**src/rtl/subtractor_serial_4bit.sv**
```systemverilog
`default_nettype none
// ---------------------------------------------------------------------------
// subtractor_serial_4bit : bit-serial a - b, LSB first, borrow in diff[WIDTH]
// Rev 1.0
// ---------------------------------------------------------------------------
module subtractor_serial_4bit #(
  parameter int WIDTH = 4
) (
  input  logic             clk,
  input  logic             rst_n,
  input  logic             start,
  input  logic [WIDTH-1:0] a,
  input  logic [WIDTH-1:0] b,
  output logic             busy,
  output logic             done,
  output logic [WIDTH:0]   diff
);

  localparam int CW = (WIDTH > 1) ? $clog2(WIDTH) : 1;

  localparam logic [1:0] IDLE  = 2'd0;
  localparam logic [1:0] SHIFT = 2'd1;
  localparam logic [1:0] DONE  = 2'd2;

  localparam logic [CW-1:0] CNT_LAST = CW'(WIDTH - 1);
  localparam logic [CW-1:0] CNT_ONE  = CW'(1);

  logic [1:0]       state_q, state_d;
  logic [WIDTH-1:0] a_sh_q, a_sh_d;
  logic [WIDTH-1:0] b_sh_q, b_sh_d;
  logic [WIDTH-1:0] part_q, part_d;
  logic             br_q, br_d;
  logic [CW-1:0]    cnt_q, cnt_d;
  logic [WIDTH:0]   diff_q, diff_d;

  logic d_bit;
  logic br_next;

  assign d_bit   = a_sh_q[0] ^ b_sh_q[0] ^ br_q;
  assign br_next = (~a_sh_q[0] & b_sh_q[0]) | (~(a_sh_q[0] ^ b_sh_q[0]) & br_q);

  always_comb begin
    state_d = state_q;
    a_sh_d  = a_sh_q;
    b_sh_d  = b_sh_q;
    part_d  = part_q;
    br_d    = br_q;
    cnt_d   = cnt_q;
    diff_d  = diff_q;
    case (state_q)
      IDLE: begin
        if (start) begin
          a_sh_d  = a;
          b_sh_d  = b;
          part_d  = '0;
          br_d    = 1'b0;
          cnt_d   = '0;
          state_d = SHIFT;
        end
      end
      SHIFT: begin
        // Result bits enter at the MSB so bit 0 lands in place after WIDTH shifts.
        part_d = {d_bit, part_q[WIDTH-1:1]};
        a_sh_d = a_sh_q >> 1;
        b_sh_d = b_sh_q >> 1;
        br_d   = br_next;
        cnt_d  = cnt_q + CNT_ONE;
        if (cnt_q == CNT_LAST) begin
          diff_d  = {br_next, d_bit, part_q[WIDTH-1:1]};
          state_d = DONE;
        end
      end
      DONE:    state_d = IDLE;
      default: state_d = IDLE;
    endcase
  end

  always_ff @(posedge clk or negedge rst_n) begin
    if (!rst_n) begin
      state_q <= IDLE;
      a_sh_q  <= '0;
      b_sh_q  <= '0;
      part_q  <= '0;
      br_q    <= 1'b0;
      cnt_q   <= '0;
      diff_q  <= '0;
    end else begin
      state_q <= state_d;
      a_sh_q  <= a_sh_d;
      b_sh_q  <= b_sh_d;
      part_q  <= part_d;
      br_q    <= br_d;
      cnt_q   <= cnt_d;
      diff_q  <= diff_d;
    end
  end

  assign busy = (state_q == SHIFT);
  assign done = (state_q == DONE);
  assign diff = diff_q;

endmodule
`default_nettype wire

```
**config.mk**
```make
export PLATFORM = sky130hd
export DESIGN_NAME = subtractor_serial_4bit
export DESIGN_NICKNAME = d
export VERILOG_FILES = /design/src/rtl/subtractor_serial_4bit.sv
export SDC_FILE = /design/constraint.sdc
export NUM_CORES = 1
export LEC_CHECK = 0
export BUFFER_PORTS_ARGS = -buffer_cell sky130_fd_sc_hd__buf_4
export CAP_MARGIN = 20
export CORE_MARGIN = 1
export CORE_UTILIZATION = 52
export DETAILED_ROUTE_END_ITERATION = 12
export PLACE_DENSITY = 0.8
export SLEW_MARGIN = 0
export SYNTH_ARGS = -nofsm -noshare
export SYNTH_HDL_FRONTEND = slang
export SYNTH_SLANG_ARGS = --single-unit
```
**constraint.sdc**
```tcl
create_clock -name clk -period 1.8 [get_ports clk]
set_input_delay 0.36 -clock clk [delete_from_list [all_inputs] [get_ports clk]]
set_output_delay 0.36 -clock clk [all_outputs]
set_load 0.02 [all_outputs]
```
Yosys cells after proc, flatten, opt, wreduce, memory -nomap -nowiden
Index checks and enable logic that the tools add are counted.
{ "totals": {"output_inout_bits": 7, "regBits": 22, "inputBits": 11} }
{ "op_classes": {"bitwise_logic": 7, "n_reduce_logical": 5, "n_addsub": 1, "n_eq_ne": 5, "mux": 13} }
{ "ops": {"columns": ["op", "count"], "rows": [
  ["$pmux 4 s2", 3],
  ["$mux 4", 3],
  ["$pmux 2 s2", 2],
  ["$mux 2", 3],
  ["$reduce_and 2->1", 3],
  ["$eq 2x2->1 const B", 2],
  ["$add 2x1->2 const B", 1],
  ["$and 1x1->1", 2],
  ["$eq 2x1->1 const B", 1],
  ["$logic_not 2->1", 1],
  ["$ne 2x1->1 const B", 1],
  ["$ne 2x2->1 const B", 1],
  ["$not 1->1", 2],
  ["$pmux 1 s2", 1],
  ["$reduce_bool 2->1", 1],
  ["$xor 1x1->1", 2],
  ["$mux 1", 1],
  ["$or 1x1->1", 1]
]} }

Longest topological paths before layout
Gate-level depths: netlist (run 1).
{ "logic_depth": {"word_depth": 5, "ltp_mapped": 4, "depth_no_buf": 4} }

Worst setup path before layout (run 1)
Ideal clock, no wire load.
{ "synth_path": {"kind": "flip-flop to output port", "start": "register state_q[1]", "end": "output done", "path_stages_with_launch": 3, "arrival_time_ns": 0.921, "setup_slack_ns": 0.519, "path_buffers": 1, "cell_sequence": "dfrtp_1 buf_2 nor2b_1"} }
{ "synth_via": {"elab_chain_len": 1} }
{ "synth_lines": {"columns": ["element", "line_no", "rtl"], "rows": [
  ["start: declaration", "28", "logic [1:0] state_q, state_d;"],
  ["start signal: assignment", "88", "state_q <= state_d;"],
  ["$eq 2x2->1", "99", "assign done = (state_q == DONE);"],
  ["end: declaration", "15", "output logic done,"]
]} }
No other way between the ends.

Worst setup path after layout (run 1)
{ "layout_path": {"start": "register state_q[0]", "end": "output busy"} }
{ "layout_via": {"elab_chain_len": 1} }
{ "layout_lines": {"columns": ["element", "line_no", "rtl"], "rows": [
  ["$eq 2x1->1", "98", "assign busy = (state_q == SHIFT);"],
  ["end: declaration", "14", "output logic busy,"]
]} }
No other way between the ends.

==> flow_summary.json, run 1 <==
{
  "fin_util_pct": 69.1,
  "wl_met1_um": 800,
  "multi_input_area_um2": 353,
  "drt-pass1-iter-count": 4,
  "hpwl_um": 1240,
  "routed_via_density": 5.86,
  "areaGrowthSynthToFinish_pct": 19.3,
  "wl_um": 1750,
  "reg2reg_depth": 3,
  "crit_fanout": 10,
  "grt_pass1_vias": 596,
  "nets": 110,
  "io-pin-count": 18,
  "cp.arrival_ns": 1.31,
  "detail-route-antenna-nets": 0,
  "die_w_um": 43.9,
  "grt_use_total_pct": 19.6,
  "maxSlewViolCount": 0,
  "drive_gt1_share_pct": 30.2,
  "route.top_layer_used": "met4",
  "gp_congestion": 0.803,
  "rows": 14,
  "htreeDepth": 1,
  "coreArea_um2": 1580,
  "cp_slowest_stage_delay_ns": 0.55,
  "wl_met3_um": 74,
  "seq_area_frac_synth_pct": 57.5,
  "hold_violations": 0,
  "met2WireLength_um": 863,
  "synth_cell_types": 24,
  "final_cell_mix": "20 x dfrtp_1, 18 x buf_4, 7 x o21ai_0",
  "ys_warn_count": 0,
  "worstMarginPinSlew_ns": 0.464,
  "cts.sinks": 21,
  "n_antenna_cell": 0,
  "ys_ff_latch": 21,
  "syn_nets": 88,
  "seqCellArea_um2": 527,
  "slew_headroom_pct": 69.0,
  "worst-path-stages": 3,
  "final.setup.tns_ns": 0,
  "end_kind": "output pin",
  "critical_path_buf_inv_count": 2,
  "cts_tree": "done",
  "timing.fmax_mhz": 597,
  "vias": 656,
  "power_density_nw_per_um2": 1730,
  "final_common_cell": "dfrtp_1",
  "startpoint_type": "flop",
  "synth_area_per_cell_um2": 12.2,
  "rsz0062_at_grt": "no",
  "fill_cells": 122,
  "dieArea_um2": 1930,
  "critical_path_class": "flop to output pin",
  "synthCells": 75,
  "clockBufferDepth": 2,
  "post-route-min-period_ns": 1.67,
  "fin_worst_skew_ns": 0.00849,
  "setup_viol": 0,
  "finalCritPeriodShare_pct": 93.1,
  "overflow": 0,
  "wl_per_cell_um": 15.6,
  "p_leak_nw": 0.526,
  "start_util_pct": 57.9,
  "netlist_area_um2": 913,
  "status": "finished clean",
  "drv_cap": 0,
  "clk-insertion-delay-late_ns": 0.29,
  "holdCritPathClass": "input pin to flop",
  "worstPathRequired_ns": 1.44,
  "holdPathStages": 3,
  "grt_max_degree": 22,
  "die_h_um": 43.9,
  "crit_slowest_cell": "dfrtp_1",
  "drt-initial-drc-count": 24,
  "cts-root-buf": "clkbuf_4",
  "drc_errors": 0,
  "grt_pass1_wl_um": 2720,
  "clk_pin_slew_ns": 0.11,
  "cp_top_family": "flip-flops",
  "antenna_found_initial": 0,
  "numCtsBuffers": 3,
  "peakVddDrop_mv": 0.886,
  "numPortBuffers": 17,
  "rrSetupSlack_ns": 0.37,
  "cp_cell_sequence": "nand2b_2, inv_2, buf_4"
}
## metrics by stage
step | setup WS (ns) | power, W | std cells | hold slack [ns] | area [um^2]
global placement | 0.366 | 0.00164 | 106 | 0.247 | 1040
global route | 0.0355 | 0.00201 | 112 | 0.305 | 1090
floorplan | 0.519 | 0.00141 | 75 | 0.0644 | 913
CTS | 0.00387 | 0.00187 | 111 | 0.315 | 1080
detailed placement | 0.342 | 0.00166 | 106 | 0.250 | 1040
finish | 0.125 | 0.00189 | 112 | 0.312 | 1090
## sequential cells by signal, indices dropped and copies added (netlist names)
signal / cells
br_q: 1
a_sh_q: 4
diff: 5
cnt_q: 2
b_sh_q: 4
part_q: 3
state_q: 2
## routing by layer
layer | GRT usage [%] | vias up
met4 | 7.27 | 0
met5 | 0 | -
met1 | 29.3 | 322
met3 | 3.75 | 2
met2 | 28.7 | 18
li1 | - | 314
## final cells by class
type                       count  area share (%)
sequential                    21            48.3
multi-input combinational     47            32.4
timing repair buffer          19            13.3
clock buffer                   4            2.41
tap                           16            1.84
inverter                       5            1.72
## path summary, 6_finish.rpt
check	to	startpoint
setup / recovery	busy	state_q[0]$_DFFE_PN0P_
hold / removal	a_sh_q[3]$_DFFE_PN0P_	a[3]
setup reg to reg	diff[3]$_DFFE_PN0P_	cnt_q[0]$_DFFE_PN0P_
hold reg to reg	state_q[0]$_DFFE_PN0P_	state_q[1]$_DFFE_PN0P_
max in group asynchronous	state_q[1]$_DFFE_PN0P_	rst_n
min in group asynchronous	a_sh_q[2]$_DFFE_PN0P_	rst_n
## worst reg2reg max path: cells and delay by family (launching register included)
| family | cells | cell delay [ns] |
|---|---|---|
| DFF | 1 | 0.42 |
| and+or+nand+nor | 1 | 0.28 |
| muxes | 1 | 0.38 |
| adders and majority gates | 1 | 0.23 |
## synth_stat cells
cell type,count,area (um^2)
a21oi_1,1,5.00
a221o_1,3,30.0
a22o_1,4,35.0
a32o_1,1,10.0
buf_2,1,5.00
buf_6,1,11.3
dfrtp_1,21,526
fa_1,1,20.0
ha_1,1,12.5
inv_1,4,15.0
inv_2,1,3.75
mux2_2,4,45.0
nand2_1,6,22.5
nand2b_1,5,31.3
nand2b_2,1,8.76
nand3b_1,1,7.51
nor2_1,2,7.51
nor2b_1,2,12.5
o21ai_0,7,35.0
o21bai_1,1,7.51
o221a_2,1,11.3
o22a_1,4,35.0
o22ai_1,1,6.26
or4b_1,1,10.0
## logic make-up (layout without fill, tap and decap cells)
| group | Yosys count | count (layout) | share of synthesized area [%] |
|---|---|---|---|
| fa+ha+maj | 2 | 2 | 3.56 |
| simple gates | 18 | 18 | 11.0 |
| mux | 4 | 4 | 4.93 |
| buf+inv | 7 | 28 | 3.83 |
| flops | 21 | 21 | 57.5 |
| compound gates | 23 | 23 | 19.2 |
## power breakdown
group          leakage (nW)  internal [W]  switching (W)
clock network        0.0150     0.0000861       0.000125
registers             0.263      0.000685       0.000161
logic                 0.248      0.000414       0.000416
## what timing repair did
| action | CTS | global route |
|---|---|---|
| endpoints found under the hold margin | 21 | 0 |
| endpoints found under the setup margin | 0 | 1 |
| hold buffers | 1 | 0 |
| gates resized for setup | 0 | 1 |
| setup buffers | 0 | 1 |
(Power assumes the default switching activity.)
==> run 2: changes to the inputs <==
- SETUP_SLACK_MARGIN: default -> 0.2
==> run 2 against run 1 <==
Effect of this change: maximum frequency up 8.2%; routed wire length down 6.1%; clock power about the same; largest cell class unchanged; largest power group unchanged.
==> flow_summary.json, run 2 (synthesized netlist as in run 1, its figures left out) <==
{
  "holdPathStages": 3,
  "wl_um": 1640,
  "crit_fanout": 8,
  "worstMarginPinSlew_ns": 0.456,
  "overflow": 0,
  "post-route-min-period_ns": 1.55,
  "drv_cap": 0,
  "rsz0062_at_grt": "no",
  "final_cell_mix": "19 x dfrtp_1, 19 x buf_4, 7 x o21ai_0",
  "drt-pass1-iter-count": 4,
  "power_density_nw_per_um2": 1720,
  "finalCritPeriodShare_pct": 86.0,
  "worstPathRequired_ns": 1.44,
  "drt-initial-drc-count": 20,
  "vias": 664,
  "holdCritPathClass": "input pin to flop",
  "gp_congestion": 0.803,
  "numCtsBuffers": 3,
  "wl_per_cell_um": 14.5,
  "nets": 111,
  "grt_pass1_wl_um": 2730,
  "p_leak_nw": 0.530,
  "cts.sinks": 21,
  "slew_headroom_pct": 69.5,
  "fin_worst_skew_ns": 0.00710,
  "drc_errors": 0,
  "critical_path_class": "flop to output pin",
  "timing.fmax_mhz": 646,
  "setup_viol": 0,
  "coreArea_um2": 1580,
  "start_util_pct": 57.9,
  "rows": 14,
  "clockBufferDepth": 2,
  "cp_cell_sequence": "nand2b_2, inv_4, buf_4",
  "hpwl_um": 1240,
  "grt_max_degree": 22,
  "die_h_um": 43.9,
  "startpoint_type": "flop",
  "numPortBuffers": 17,
  "status": "finished clean",
  "routed_via_density": 5.88,
  "cts-root-buf": "clkbuf_4",
  "peakVddDrop_mv": 0.896,
  "place_ws_ns": 0.342,
  "cp_slowest_stage_delay_ns": 0.41,
  "largest_reg_flops": 5,
  "htreeDepth": 1,
  "dieArea_um2": 1930,
  "crit_slowest_cell": "dfrtp_2",
  "cts_tree": "done",
  "hold_violations": 0,
  "detail-route-antenna-nets": 0,
  "cp.arrival_ns": 1.19,
  "end_kind": "output pin",
  "areaGrowthSynthToFinish_pct": 20.5,
  "drive_gt1_share_pct": 32.0,
  "clk_pin_slew_ns": 0.11,
  "clk-insertion-delay-late_ns": 0.29,
  "final.setup.tns_ns": 0,
  "antenna_found_initial": 0,
  "reg2reg_depth": 3,
  "n_antenna_cell": 0,
  "grt_pass1_vias": 607,
  "io-pin-count": 18,
  "maxSlewViolCount": 0,
  "die_w_um": 43.9,
  "worst_slack_ns": 0.252,
  "grt_use_total_pct": 19.7
}
-- run 2: metal layers --
metal  share of wire [%]  GRT usage [%]
met1                  48           28.7
met2                  49           29.6
met3                 2.5           3.75
met4                0.55           7.27
met5                   0              0
-- run 2: worst max-delay path: cells and delay by family, from the launching register on --
family	cells	cell delay, ns
buf+inv	2	0.27
flops	1	0.41
simple gates	1	0.22
-- run 2: stage by stage --
step	hold WS [ns]	utilization [%]	cell area [um^2]	total power (W)	cells
after floorplan	0.0644	-	913	0.00141	75
after global placement	0.247	66.3	1040	0.00164	106
after detailed placement	0.250	66.3	1040	0.00166	106
after CTS	0.315	69.7	1100	0.00189	113
after global routing	0.305	69.8	1100	0.00202	113
final	0.315	69.8	1100	0.00189	113
-- run 2: repair_timing --
item | 4_1_cts | 5_1_grt
hold buffers | 1 | 0
gates resized for setup | 2 | 1
endpoints found under the setup margin | 2 | 1
buffers inserted | 2 | 0
hold endpoints to repair | 21 | 0
-- run 2: path summary, 6_finish.rpt --
check | from | endpoint | slack [ns]
max | state_q[1]$_DFFE_PN0P_ | busy | 0.25
min | a[3] | a_sh_q[3]$_DFFE_PN0P_ | 0.32
max reg2reg | cnt_q[0]$_DFFE_PN0P_ | diff[3]$_DFFE_PN0P_ | 0.40
min reg2reg | diff[4]$_DFFE_PN0P_ | diff[4]$_DFFE_PN0P_ | 0.49
max in group asynchronous | rst_n | state_q[1]$_DFFE_PN0P_ | 1.09
min in group asynchronous | rst_n | a_sh_q[2]$_DFFE_PN0P_ | 0.49
-- run 2: where the power goes --
| group | internal [W] | leakage (nW) | switching, W |
|---|---|---|---|
| Combinational | 0.000424 | 0.254 | 0.000414 |
| Sequential | 0.000687 | 0.262 | 0.000155 |
| Clock | 0.0000860 | 0.0150 | 0.000122 |
| Total | 0.00120 | 0.530 | 0.000691 |
-- run 2: final cells by class --
| cell class | count | area [um^2] |
|---|---|---|
| well taps | 16 | 20.0 |
| multi-input cells | 47 | 353 |
| inverters | 5 | 21.3 |
| fillers | 121 | 475 |
| clock buffers | 4 | 26.3 |
| repair buffers | 20 | 153 |
| flip-flops and latches | 21 | 528 |
